<file path="config.mk">
export PLATFORM = sky130hd
export DESIGN_NAME = display_source_select
export DESIGN_NICKNAME = d
export VERILOG_FILES = /design/src/rtl/display_source_select_pkg.sv /design/src/rtl/button_debounce.sv /design/src/rtl/display_source_select.sv
export SDC_FILE = /design/constraint.sdc
export NUM_CORES = 1
export LEC_CHECK = 0
export ABC_AREA = 1
export BUFFER_PORTS_ARGS = -buffer_cell sky130_fd_sc_hd__buf_2
export CAP_MARGIN = 20
export CORE_MARGIN = 2
export CORE_UTILIZATION = 50
export CTS_CLUSTER_SIZE = 30
export DETAILED_ROUTE_END_ITERATION = 6
export PLACE_DENSITY = 0.73
export SETUP_SLACK_MARGIN = 0.15
export SLEW_MARGIN = 20
export SYNTH_ARGS = -nofsm -noshare
export SYNTH_HDL_FRONTEND = slang
export SYNTH_SLANG_ARGS = --single-unit
</file>
<file path="constraint.sdc">
create_clock -name Clk -period 2.9 [get_ports Clk]
set_input_delay 0.435 -clock Clk [delete_from_list [all_inputs] [get_ports Clk]]
set_output_delay 0.435 -clock Clk [all_outputs]
set_load 0.03 [all_outputs]
</file>
<file path="src/rtl/display_source_select_pkg.sv">
// -----------------------------------------------------------------------------
// display_source_select_pkg
// Shared constants for the display source selector: the view-mode encodings
// shown on the LEDs, and the saturation ceiling of the write counter.
// -----------------------------------------------------------------------------
package display_source_select_pkg;

   localparam logic [1:0]  MODE_PC_DATA = 2'd0;  // B = PC[7:0],        A = data[7:0]
   localparam logic [1:0]  MODE_DATA_LO = 2'd1;  // B = data[15:8],     A = data[7:0]
   localparam logic [1:0]  MODE_DATA_HI = 2'd2;  // B = data[31:24],    A = data[23:16]
   localparam logic [1:0]  MODE_COUNT   = 2'd3;  // B = count[15:8],    A = count[7:0]

   localparam logic [15:0] WRCOUNT_MAX  = 16'hFFFF;

endpackage

</file>
<file path="src/rtl/button_debounce.sv">
// -----------------------------------------------------------------------------
// button_debounce
// Two-flop synchronizer plus counter debouncer for a raw push-button, with a
// registered one-cycle pulse on every accepted press (rising level only).
// Ports:
//   Clk    in   system clock
//   Reset  in   asynchronous active-high reset
//   Btn    in   raw asynchronous button level
//   Pulse  out  one-cycle pulse, one clock after the debounced level rises
// -----------------------------------------------------------------------------
module button_debounce #(
   parameter int unsigned DEBOUNCE_CYCLES = 1000000
) (
   input  logic Clk,
   input  logic Reset,
   input  logic Btn,
   output logic Pulse
);

   localparam int unsigned CW = $clog2(DEBOUNCE_CYCLES);
   localparam logic [CW-1:0] CNT_LAST = CW'(DEBOUNCE_CYCLES - 1);

   logic          s1_q, s2_q;
   logic          stable_q, stable_d;
   logic          prev_q;
   logic          pulse_q;
   logic [CW-1:0] cnt_q, cnt_d;

   // The counter only runs while the synchronized level disagrees with the
   // accepted level; any agreement (a bounce back) restarts the count.
   always_comb begin
      stable_d = stable_q;
      cnt_d    = '0;
      if (s2_q != stable_q) begin
         if (cnt_q == CNT_LAST) stable_d = s2_q;
         else                   cnt_d    = cnt_q + CW'(1);
      end
   end

   always_ff @(posedge Clk or posedge Reset) begin
      if (Reset) begin
         s1_q     <= 1'b0;
         s2_q     <= 1'b0;
         stable_q <= 1'b0;
         cnt_q    <= '0;
         prev_q   <= 1'b0;
         pulse_q  <= 1'b0;
      end else begin
         s1_q     <= Btn;
         s2_q     <= s1_q;
         stable_q <= stable_d;
         cnt_q    <= cnt_d;
         // Edge detect on the registered level so the pulse is itself a
         // flop output, one cycle after Stable rises.
         prev_q   <= stable_q;
         pulse_q  <= stable_q & ~prev_q;
      end
   end

   assign Pulse = pulse_q;

endmodule

</file>
<file path="src/rtl/display_source_select.sv">
// -----------------------------------------------------------------------------
// display_source_select
// Feeds the two-byte seven-segment display: a debounced button steps through
// four view modes, datapath writes are captured and counted (saturating), and
// the selected bytes are registered onto NumberA/NumberB.
// Ports:
//   Clk        in   system clock
//   Reset      in   asynchronous active-high reset
//   BtnNext    in   raw button, each press advances the view mode
//   WrEn       in   datapath register-write strobe
//   WrData     in   datapath write data, captured when WrEn=1
//   PC         in   current program counter (live)
//   NumberA    out  lower display byte
//   NumberB    out  upper display byte
//   Mode       out  current view mode
//   StepPulse  out  one-cycle pulse per accepted press
// -----------------------------------------------------------------------------
module display_source_select
   import display_source_select_pkg::*;
#(
   parameter int unsigned DEBOUNCE_CYCLES = 1000000,
   parameter int unsigned NUM_WIDTH       = 8
) (
   input  logic                 Clk,
   input  logic                 Reset,
   input  logic                 BtnNext,
   input  logic                 WrEn,
   input  logic [31:0]          WrData,
   input  logic [31:0]          PC,
   output logic [NUM_WIDTH-1:0] NumberA,
   output logic [NUM_WIDTH-1:0] NumberB,
   output logic [1:0]           Mode,
   output logic                 StepPulse
);

   logic                 step;
   logic [1:0]           mode_q;
   logic [31:0]          cap_q;
   logic [15:0]          wrcnt_q;
   logic [NUM_WIDTH-1:0] num_a_q, num_a_d;
   logic [NUM_WIDTH-1:0] num_b_q, num_b_d;
   logic                 unused_pc_hi;

   assign unused_pc_hi = ^PC[31:8];

   button_debounce #(.DEBOUNCE_CYCLES(DEBOUNCE_CYCLES)) u_btn (
      .Clk   (Clk),
      .Reset (Reset),
      .Btn   (BtnNext),
      .Pulse (step)
   );

   always_comb begin
      num_a_d = cap_q[7:0];
      num_b_d = PC[7:0];
      case (mode_q)
         MODE_PC_DATA: begin num_b_d = PC[7:0];        num_a_d = cap_q[7:0];   end
         MODE_DATA_LO: begin num_b_d = cap_q[15:8];    num_a_d = cap_q[7:0];   end
         MODE_DATA_HI: begin num_b_d = cap_q[31:24];   num_a_d = cap_q[23:16]; end
         MODE_COUNT:   begin num_b_d = wrcnt_q[15:8];  num_a_d = wrcnt_q[7:0]; end
         default:      ;
      endcase
   end

   always_ff @(posedge Clk or posedge Reset) begin
      if (Reset) begin
         mode_q  <= MODE_PC_DATA;
         cap_q   <= '0;
         wrcnt_q <= '0;
         num_a_q <= '0;
         num_b_q <= '0;
      end else begin
         // 2-bit add wraps 3 -> 0 on its own.
         if (step) mode_q <= mode_q + 2'd1;
         if (WrEn) begin
            cap_q <= WrData;
            if (wrcnt_q != WRCOUNT_MAX) wrcnt_q <= wrcnt_q + 16'd1;
         end
         num_a_q <= num_a_d;
         num_b_q <= num_b_d;
      end
   end

   assign NumberA   = num_a_q;
   assign NumberB   = num_b_q;
   assign Mode      = mode_q;
   assign StepPulse = step;

endmodule
</file>
# Word-level counts from Yosys, hierarchy flattened
# Index checks and enable logic that the tools add are counted.
dict set report op_classes {
  n_mux 4
  n_bitwise 2
  n_addsub 3
  n_reduce_logical 4
  eq_ne 6
}
# operator count
set ops {}
lappend ops {{$mux W20} 2}
lappend ops {{$pmux W8 S4} 1}
lappend ops {{$pmux W8 S3} 1}
lappend ops {{$add A20 B1 Y20 const B} 1}
lappend ops {{$eq A20 B20 Y1 const B} 1}
lappend ops {{$add A16 B1 Y16 const B} 1}
lappend ops {{$ne A16 B16 Y1 const B} 1}
lappend ops {{$eq A2 B2 Y1 const B} 2}
lappend ops {{$reduce_and A2 Y1} 2}
lappend ops {{$add A2 B1 Y2 const B} 1}
lappend ops {{$eq A2 B1 Y1 const B} 1}
lappend ops {{$logic_not A2 Y1} 1}
lappend ops {{$reduce_or A2 Y1} 1}
lappend ops {{$and A1 B1 Y1} 1}
lappend ops {{$ne A1 B1 Y1} 1}
lappend ops {{$not A1 Y1} 1}
dict set report word_totals {
  regBits 91
  input_bits 68
  out_inout_bits 19
}

# Longest topological paths before layout
# Gate-level depths: netlist (run 1).
dict set report logic_depth {
  word_depth 3
  mapped_depth 9
  depth_no_buf 8
}

# Hierarchy
# A second synthesis (run 1) with hierarchy kept.
dict set report unflattened {
  hier_cells 564
  area_unflattened_um2 4479.3
}
# module area_per_inst_um2 instances cells_per_inst seq_area_each_um2
set by_module_without_submodules {}
lappend by_module_without_submodules {display_source_select 3124.2 1 399 1651.6}
lappend by_module_without_submodules {button_debounce 1355.0 1 165 625.6}

# Worst setup path before layout (run 1)
# No wires, ideal clock.
dict set report synth_timing {
  kind {register to register}
  start {register mode_q[0], in the netlist Mode[0]}
  end {register num_b_q[4], in the netlist NumberB[4]}
  path_stages_with_launch 7
  t_required_ns 2.764
  setup_slack_ns 1.311
  setup_time_ns 0.136
  t_arrival_ns 1.453
  path_buffers 1
  path_cell_list {dfrtp_1 ha_1 inv_1 clkbuf_1 o22ai_1 a21oi_1 o21ai_0}
}
dict set report synth_via {
  elab_chain_len 2
  elab_cells_between_ends 5
  cone_classes {eq/ne (3); mux (1); reduce/logical (1)}
}
# item line_no
set synth_rtl {}
lappend synth_rtl {{start: declaration} display_source_select.sv:37} ;# logic [1:0] mode_q;
lappend synth_rtl {{start signal: assignment} display_source_select.sv:74} ;# if (step) mode_q <= mode_q + 2'd1;
lappend synth_rtl {{$eq A2 B2 Y1 (tied with other cells)} display_source_select.sv:56} ;# case (mode_q)
lappend synth_rtl {{$pmux W8 S4 *} display_source_select.sv:56}
lappend synth_rtl {{named net num_b_d[4]} display_source_select.sv:41} ;# logic [NUM_WIDTH-1:0] num_b_q, num_b_d;
lappend synth_rtl {{end signal: assignment} display_source_select.sv:80} ;# num_b_q <= num_b_d;
lappend synth_rtl {{end: declaration} display_source_select.sv:41}
# The timed path passes the listed nets; every way through them passes the cells marked *.
# A chain may end at the register's enable or synchronous reset.

# Worst setup path in the final report (run 1)
dict set report layout_timing {
  start {register mode_q[0], in the netlist Mode[0]}
  end {register num_b_q[2], in the netlist NumberB[2]}
}
# The elaborated chain is that of the path after synthesis.

==> results of run 1 <==
## power by group through the flow
stage	sequential, W	clock [W]	combinational [W]
floorplan	0.00146	0	0.000184
global placement	0.00144	0	0.000285
detailed placement	0.00145	0	0.000296
CTS	0.00143	0.000873	0.000297
global route	0.00144	0.000932	0.000337
finish	0.00143	0.000863	0.000293
## metrics by stage
| step | hold slack, ns | instance area, um^2 | power (W) |
|---|---|---|---|
| detailed placement | 0.3477 | 4767 | 0.001747 |
| CTS | 0.1733 | 4962 | 0.002595 |
| global placement | 0.3471 | 4767 | 0.001729 |
| floorplan | 0.3312 | 4350 | 0.001640 |
| global route | 0.1893 | 4962 | 0.002710 |
| finish | 0.1573 | 4962 | 0.002583 |
## sequential cells by signal, indices dropped and copies added (netlist names)
name            cells
u_btn.stable_q      1
u_btn.cnt_q        20
u_btn.prev_q        1
cap_q              32
Mode                2
NumberA             8
u_btn.s2_q          1
u_btn.Pulse         1
u_btn.s1_q          1
NumberB             8
wrcnt_q            16
## layout make-up
class | instances | share of cell area (%)
flip-flops and latches | 91 | 45.89
clock buffers | 12 | 2.925
repair buffers | 66 | 7.110
clock inverters | 4 | 1.009
well taps | 108 | 2.723
multi-input cells | 390 | 36.33
inverters | 52 | 4.009
## placed cells by master (no fill, tap or decap), types with 2 or more instances in the layout
| cell | synthesis | routed |
|---|---|---|
| nand2_1 | 204 | 204 |
| clkinvlp_4 | 0 | 3 |
| ha_1 | 6 | 6 |
| dfrtp_1 | 91 | 91 |
| o211ai_1 | 2 | 2 |
| clkbuf_1 | 8 | 2 |
| buf_4 | 0 | 3 |
| xor2_1 | 15 | 15 |
| a21oi_1 | 12 | 12 |
| a22oi_1 | 6 | 6 |
| nand3_1 | 21 | 21 |
| nand4_1 | 9 | 9 |
| o22ai_1 | 8 | 8 |
| inv_1 | 50 | 49 |
| o21ai_0 | 26 | 26 |
| clkbuf_8 | 0 | 10 |
| clkinv_1 | 2 | 2 |
| nor2_1 | 69 | 69 |
| buf_2 | 3 | 62 |
| xnor2_1 | 5 | 5 |
## layer usage
| layer | GRT usage (%) | vias to the layer above | wire length [um] | share of wire, % |
|---|---|---|---|---|
| li1 | - | 1837 | - | - |
| met1 | 30.96 | 1667 | 4604 | 48 |
| met2 | 33.60 | 111 | 4377 | 46 |
| met3 | 3.381 | 7 | 516 | 5.4 |
| met4 | 6.517 | 0 | 104 | 1.1 |
| met5 | 0 | - | 0 | 0 |
## worst max-delay path: cells and delay by family, from the launching register on
kind	cells	cell delay (ns)
AO/OA/AOI/OAI	3	0.56
buffers and inverters	2	0.47
flip-flops	1	0.44
adder cells (fa/ha/maj)	1	0.37
## final timing paths
| check | start | endpoint | slack, ns |
|---|---|---|---|
| worst max-delay path | Mode[0] | NumberB[2] | 0.96 |
| worst min-delay path | Reset | cap_q[1] | 0.16 |
| worst max register to register | Mode[0] | NumberB[2] | 0.96 |
| worst min register to register | u_btn.s1_q | u_btn.s2_q | 0.36 |
| max in group asynchronous | Reset | cap_q[11] | 1.98 |
| min in group Clk | BtnNext | u_btn.s1_q | 0.20 |
## kinds of logic after synthesis
family,after synthesis,synth area share (%)
AOI/OAI and AO/OA,57,7.657
adders and majority gates,6,1.727
and+or+nand+nor,307,28.07
buffers and inverters,66,6.131
xor gates and xnor gates,20,4.030
DFF,91,52.39
==> summary.md, run 1 <==
| Metric | Value |
|---|---|
| Outcome | complete, no violations |
| Vias per inst | 5.010 |
| Clock sinks | 91 |
| Ys flop type | dfrtp_1 |
| Post-detail-place hpwl | 7.056 mm |
| Worst reg2reg path depth | 6 |
| # diodes | 0 |
| Period minus WS final | 1.940 ns |
| TNS Setup | 0 ns |
| Cells after Synth | 547 |
| Die width | 97.24 um |
| Startpoint types | register |
| Grt ovf | 0 |
| Routed vias | 3622 |
| RSZ-0062 raised after global routing | no |
| Final net count | 684 |
| Worst Tran Pin Value | 0.6339 ns |
| FF/Latch Area | 2277 um^2 |
| Post-route ant nets | 0 |
| Share of layout cells above drive strength 1 | 13.98% |
| Register area share after synthesis | 52.39% |
| Post-CTS Setup Bufs | 0 |
| Mean area per synthesized cell | 7.946 um^2 |
| Clock Power Share | 33.4% |
| Slew HR | 57.74% |
| Die Height | 97.24 um |
| Worst-path clk slew | 0.09 ns |
| Post-Route Utilization | 57.75% |
| Post-synth EDFFs | 0 |
| Sw Pwr | 0.0007019 W |
| CP Max Fanout | 10 |
| CTS tree | yes |
| Endpoints failing hold | 0 |
| Detailed-route DRC error count | 0 |
| Clk root buf | clkbuf_8 |
| Rows | 34 |
| Placed Cells | 707 |
| CTS Hold Bufs | 0 |
| CTS buffer count | 9 |
| Synth cell types | 26 |
| Worst hold path class | input port to async pin |
| Synth warn | 0 |
| Sw Share | 27.18% |
| Max IR drop VDD | 0.2903 mV |
| Seq pwr share | 55.2% |
| Crit-path cells | inv_1 > ha_1 > clkinv_1 > o22ai_1 > a21oi_1 > o21ai_0 |
| Pre-CTS setup slack | 0.9898 ns |
| Clock tree buffer depth | 2 |
| Syn Nets | 621 |
| Drt first pass iters | 4 |
| First-pass GRT wire length | 16.33 mm |
| Cell Int Power | 0.001881 W |
| Fin. max-slew vios | 0 |
| Count leader, synth | nand2_1 |
| Worst Setup Slack, final | 0.9602 ns |
| Slowest stage delay, CP | 0.44 ns |
| Vias in the first global route | 3524 |
| Initial DRC count | 201 |
| Fill count | 773 |
| Port bufs | 62 |
| Initial Utilization | 50.58% |
| Global Route Usage Sum | 21.39% |
| Clock Latency Late Sink | 0.34 ns |
| Finished Layout Cells | 723 |
| H-tree Lvls | 3 |
| Multi-input gate area | 1803 um^2 |
| Top post-synthesis cells by area | dfrtp_1, nand2_1, nor2_1, inv_1, xor2_1 |
| Leakage dissipation | 2.469 nW |
| Die area | 9456 um^2 |
| Wire length after detailed routing | 9.601 mm |
| Max Fclk | 515.5 MHz |
| Antenna violations before repair | 0 |
| Worst setup EP type | register |
| Mapped Area | 4347 um^2 |
| Core Box Area | 8593 um^2 |
| Period utilization | 66.89% |
| Combinational power share | 11.4% |
| Post-cts sizing count | 0 |
| Final setup viols | 0 |
| Worst path slowest cell | dfrtp_1 |
| Routed WL per cell | 13.28 um |
| Worst Path Class, Setup | register to register |
| GP Congestion | 0.8762 |
| Share of the synthesized area in the top cell type | 52.39% |
| Post-synth top cells | nand2_1, dfrtp_1, nor2_1 |
| Power per standard cell area | 520.5 nW/um^2 |
| Max-cap violations | 0 |
| Area delta synth->final | 14.16% |
| Async SR Flop Fraction | 100.0% |
| Clock skew | 0.01239 ns |
| Pin count of the biggest net entering global routing | 47 |
| Top-level port count | 87 |
| Worst EP arrival | 2.20 ns |
| Worst EP required | 3.16 ns |
| #FFs+latches synth | 91 |
| Yosys top cell by area | dfrtp_1 |
(Power assumes the default switching activity.)
==> run 2, diff against run 1 <==
clock period = 1.7 ns   (was 2.9 ns; I/O delays follow)
==> summary.md, run 2 (synthesized netlist as in run 1, its figures left out) <==
| Metric | Value |
|---|---|
| Outcome | complete, no violations |
| Post-detail-place hpwl | 6.946 mm (-1.6%) |
| Drt first pass iters | 5 (+1) |
| Worst EP arrival | 1.78 ns (-0.42 ns) |
| Top reg by flops | cap_q |
| Worst path slowest cell | dfrtp_1 |
| Global Route Usage Sum | 21.99% (+0.60 points) |
| Final hold slack | 0.007635 ns (-0.1497 ns) |
| Leakage dissipation | 2.606 nW (+5.6%) |
| Final setup viols | 0 (unchanged) |
| Period utilization | 88.75% (+22 points) |
| Worst setup EP type | register |
| TNS Setup | 0 ns (unchanged) |
| Power per standard cell area | 906.8 nW/um^2 (+74%) |
| H-tree Lvls | 3 (unchanged) |
| Slew HR | 67.19% (+9.4 points) |
| Port bufs | 62 (unchanged) |
| Grt ovf | 0 (unchanged) |
| Worst Path Class, Setup | register to register |
| Die Height | 97.24 um (unchanged) |
| Crit-path cells | ha_1 > inv_2 > o22ai_1 > a21oi_1 > o21ai_0 |
| Seq pwr share | 50.3% (-4.9 points) |
| GP Congestion | 0.8685 (-0.88%) |
| Pin count of the biggest net entering global routing | 92 (+96%) |
| Share of layout cells above drive strength 1 | 19.53% (+5.5 points) |
| RSZ-0062 raised after global routing | yes |
| Startpoint types | register |
| Clock sinks | 91 (unchanged) |
| Initial Utilization | 50.58% (unchanged) |
| Most common cell after layout, fill and taps aside | nand2_1 |
| Clock tree buffer depth | 2 (unchanged) |
| Initial DRC count | 190 (-5.5%) |
| Combinational power share | 13.2% (+1.8 points) |
| Max-cap violations | 0 (unchanged) |
| Core Box Area | 8593 um^2 (unchanged) |
| Sw Pwr | 0.001246 W (+78%) |
| Clock skew | 0.01169 ns (-0.0006959 ns) |
| Max reg flops | 32 (unchanged) |
| Routed WL per cell | 13.62 um (+2.5%) |
| Max Fclk | 662.8 MHz (+29%) |
| CTS buffer count | 9 (unchanged) |
| Die width | 97.24 um (unchanged) |
| Post-route ant nets | 0 (unchanged) |
| Vias in the first global route | 3624 (+2.8%) |
| Fill count | 761 (-1.6%) |
| Worst Tran Pin Value | 0.4922 ns (-0.1417 ns) |
| Max IR drop VDD | 0.4402 mV (+52%) |
| Fin. max-slew vios | 0 (unchanged) |
| Buf/Inv on CP | 1 (-1) |
| Detailed-route DRC error count | 0 (unchanged) |
| Worst EP required | 1.97 ns (-1.19 ns) |
| Slowest stage delay, CP | 0.43 ns (about the same) |
| Wire length after detailed routing | 10.12 mm (+5.4%) |
| Die area | 9456 um^2 (unchanged) |
| Top-level port count | 87 (unchanged) |
| Clk root buf | clkbuf_8 |
| Clock Latency Late Sink | 0.36 ns (+0.02 ns) |
| CP Max Fanout | 9 (-1) |
| CTS tree | yes |
| # diodes | 0 (unchanged) |
| Antenna violations before repair | 0 (unchanged) |
| Routed vias | 3796 (+4.8%) |
| Cell Int Power | 0.003538 W (+88%) |
| Endpoints failing hold | 0 (unchanged) |
| Sw Share | 26.05% (-1.1 points) |
| First-pass GRT wire length | 16.78 mm (+2.8%) |
| Worst-path clk slew | 0.09 ns (about the same) |
| Leading cell types in the layout, fill and taps excluded | nand2_1, dfrtp_1, nor2_1 |
| Period minus WS final | 1.509 ns (-0.4311 ns) |
| Rows | 34 (unchanged) |
| Largest regs | cap_q: 32 flops, u_btn.cnt_q: 20 flops, wrcnt_q: 16 flops |
| Kind of cell adding the most delay to the critical path | compound AO/OA/AOI/OAI gates |
| Clock Power Share | 36.5% (+3.1 points) |
| Worst hold path class | input port to async pin |
| Final net count | 704 (+2.9%) |
| Area delta synth->final | 21.39% |
| Vias per inst | 5.109 (+2.0%) |
## run 2: worst register-to-register path: cells and delay by family, from the launching register on
family / cells / cell delay (ns)
flip-flops: 1 / 0.43
buffers and inverters: 1 / 0.16
AO/OA/AOI/OAI: 3 / 0.45
adder cells (fa/ha/maj): 1 / 0.38
## run 2: path summary, 6_finish.rpt
path                                 start          to  slack, ns  cells past startpoint
worst min-delay path                 Reset    cap_q[1]      0.008                      3
min in group Clk                WrData[19]   cap_q[19]       0.09                      3
worst max-delay path               Mode[1]  NumberB[7]       0.19                      5
worst max register to register     Mode[1]  NumberB[7]       0.19                      5
max in group asynchronous            Reset  wrcnt_q[5]       1.30                      3
worst min register to register  u_btn.s1_q  u_btn.s2_q       0.35                      0
## run 2: area by class of cell
type | count | area, um^2 | share of cell area, %
Multi-Input combinational cell | 390 | 1871 | 35.45
Tap cell | 108 | 135.1 | 2.561
Timing Repair Buffer | 86 | 551.8 | 10.46
Clock inverter | 6 | 111.4 | 2.111
Sequential cell | 91 | 2280 | 43.21
Inverter | 52 | 200.2 | 3.794
Clock buffer | 10 | 127.6 | 2.419
## run 2: power by group through the flow
stage,clock [W],sequential [W],combinational [W]
finish,0.00175,0.00241,0.000630
global route,0.00188,0.00243,0.000705
CTS,0.00177,0.00240,0.000589
detailed placement,0,0.00244,0.000582
global placement,0,0.00244,0.000568
floorplan,0,0.00248,0.000314
## run 2: per-stage QoR
stage	total power, W	cells	setup slack (ns)	area [um^2]	util (%)
6_report	0.004785	743	0.1912	5276	61.40
5_1_grt	0.005016	743	0.1240	5276	61.40
4_1_cts	0.004765	737	0.1533	5131	59.71
3_5_place_dp	0.003025	719	-0.02049	4858	56.54
3_3_place_gp	0.003005	719	0.05985	4858	56.54
2_1_floorplan	0.002797	547	0.2034	4353	-
## run 2: metal layers
layer  track usage (%)  share of wire, %  up-vias
met5                 0                 0        -
met4             7.372               1.0        0
met3             3.597               5.8        9
met2             36.00                48      115
met1             30.14                45     1790
li1                  -                 -     1882
## run 2: timing repair
action,4_1_cts,5_1_grt
pin swaps,0,3
setup buffers,1,5
hold endpoints to repair,1,0
cloned,0,1
resized for setup,5,18
hold buffers,1,0
setup endpoints to repair,23,30
==> run 3, diff against run 2 <==
CTS_CLUSTER_DIAMETER = 60   (was not set)
RECOVER_POWER = 25   (was not set)
==> summary.md, run 3 (synthesized netlist as in run 1, its figures left out) <==
| Metric | Value |
|---|---|
| CP Max Fanout | 9 (unchanged) |
| Total power | 0.004777 W (-0.15%) |
| Power per standard cell area | 907.8 nW/um^2 (+0.11%) |
| Worst-path clk slew | 0.09 ns (about the same) |
| Detailed-route DRC error count | 0 (unchanged) |
| CTS tree | yes |
| FF/Latch Area | 2280 um^2 (unchanged) |
| Drt first pass iters | 5 (unchanged) |
| Core Box Area | 8593 um^2 (unchanged) |
| Fin. max-slew vios | 0 (unchanged) |
| Final hold slack | 0.09279 ns (+0.08516 ns) |
| Worst EP required | 1.97 ns (about the same) |
| Wire length after detailed routing | 10.13 mm (about the same) |
| Routed vias | 3794 (-0.053%) |
| Routed WL per cell | 13.63 um (about the same) |
| Worst reg2reg path depth | 5 (unchanged) |
| Worst EP arrival | 1.80 ns (+0.02 ns) |
| FF-to-FF setup slack | 0.17 ns (-0.02 ns) |
| Initial DRC count | 232 (+22%) |
| Largest regs | cap_q: 32 flops, u_btn.cnt_q: 20 flops, wrcnt_q: 16 flops |
| Pin count of the biggest net entering global routing | 92 (unchanged) |
| Design area | 5263 um^2 (-0.26%) |
| Initial Utilization | 50.58% (unchanged) |
| Worst hold path class | input port to register |
| Clock sinks | 91 (unchanged) |
| DP Area | 4858 um^2 (unchanged) |
| Grt ovf | 0 (unchanged) |
| Max-cap violations | 0 (unchanged) |
| Worst Setup Slack, final | 0.1704 ns (-0.02078 ns) |
| GP Congestion | 0.8685 (unchanged) |
| Period utilization | 89.97% (+1.2 points) |
| Die area | 9456 um^2 (unchanged) |
| RSZ-0062 raised after global routing | yes |
| Hold_sp | WrData[19] |
| Final setup viols | 0 (unchanged) |
| Worst Tran Pin Value | 1.209 ns (+0.7164 ns) |
| Hold Path End | cap_q[19] |
| Post-Route Utilization | 61.24% (-0.16 points) |
| Worst Path Class, Setup | register to register |
| Leakage dissipation | 2.598 nW (-0.29%) |
| H-tree Lvls | 3 (unchanged) |
| Period minus WS final | 1.530 ns (+0.02077 ns) |
| Endpoints failing hold | 0 (unchanged) |
| Max IR drop VDD | 0.4523 mV (+2.7%) |
| Max Fclk | 653.8 MHz (-1.4%) |
| Clock skew | 0.01200 ns (+0.0003073 ns) |
| Outcome | complete, no violations |
| Worst setup EP type | register |
| Rows | 34 (unchanged) |
| Slew HR | 19.43% (-48 points) |
| # diodes | 0 (unchanged) |
| Port bufs | 62 (unchanged) |
| Leading cell types in the layout, fill and taps excluded | nand2_1, dfrtp_1, nor2_1 |
| Final net count | 704 (unchanged) |
| Multi-input gate area | 1871 um^2 (unchanged) |
| Most common cell after layout, fill and taps aside | nand2_1 |
| Top-level port count | 87 (unchanged) |
| Worst r2r src | Mode[1] |
| Antenna violations before repair | 0 (unchanged) |
| Fill count | 764 (+0.39%) |
| Post-detail-place hpwl | 6.946 mm (unchanged) |
| Die Height | 97.24 um (unchanged) |
| Pre-CTS setup slack | -0.02049 ns (unchanged) |
| Global Route Usage Sum | 21.99% (unchanged) |
| Startpoint types | register |
| Clock Latency Late Sink | 0.36 ns (about the same) |
| Clock tree buffer depth | 2 (unchanged) |
| Area delta synth->final | 21.07% |
| Max reg flops | 32 (unchanged) |
| Hold Path Stages | 3 |
| Share of layout cells above drive strength 1 | 19.37% (-0.16 points) |
| Reg2reg end | NumberB[5] |
| Vias in the first global route | 3624 (unchanged) |
| Post-route ant nets | 0 (unchanged) |
| Vias per inst | 5.106 (about the same) |
| First-pass GRT wire length | 16.78 mm (unchanged) |
| Clk root buf | clkbuf_8 |
| Die width | 97.24 um (unchanged) |
| CTS buffer count | 9 (unchanged) |
| Top reg by flops | cap_q |
-- run 3: repair_timing --
action                     CTS  global route
hold buffers                 1             0
setup endpoints to repair   23            30
resized for setup            5            18
pin swaps                    0             3
hold endpoints to repair     1             0
setup buffers                1             5
gates cloned                 0             1
-- run 3: worst max-delay path by stage --
stage,startpoint,to,cells after the start
6_report,Mode[1],NumberB[5],5
3_3_place_gp,wrcnt_q[0],wrcnt_q[15],8
2_1_floorplan,Mode[1],NumberB[4],6
5_1_grt,wrcnt_q[14],wrcnt_q[11],7
3_5_place_dp,wrcnt_q[0],wrcnt_q[11],8
4_1_cts,wrcnt_q[14],wrcnt_q[11],6
-- run 3: cell type report --
cell class              instances  share of cell area (%)
flip-flops and latches         91                   43.32
well taps                     108                   2.568
repair buffers                 86                   10.22
clock inverters                 6                   2.116
multi-input cells             390                   35.54
clock buffers                  10                   2.425
inverters                      52                   3.804
-- run 3: power by group --
part / internal (W) / total, W / switching (W)
sequential: 0.00232 / 0.00241 / 0.0000930
combinational: 0.000239 / 0.000624 / 0.000385
clock: 0.000980 / 0.00175 / 0.000766
-- run 3: worst max-delay path, cell delays in order, from the launching register on --
cell and delay (ns):
dfrtp_1 0.43, ha_1 0.37, inv_2 0.16, o22ai_1 0.23, a21oi_1 0.07, o21ai_0 0.19
-- run 3: layer usage --
layer | global-route usage (%) | share of wire (%) | up-vias
met4 | 7.372 | 1.2 | 0
li1 | - | - | 1883
met2 | 36.00 | 48 | 116
met1 | 30.14 | 46 | 1784
met3 | 3.597 | 5.2 | 11
met5 | 0 | 0 | -
-- run 3: per-stage QoR --
stage,instances,setup TNS [ns]
final,743,0
after global routing,743,0
after CTS,737,0
after detailed placement,719,-0.02049
after global placement,719,0
after floorplan,547,0
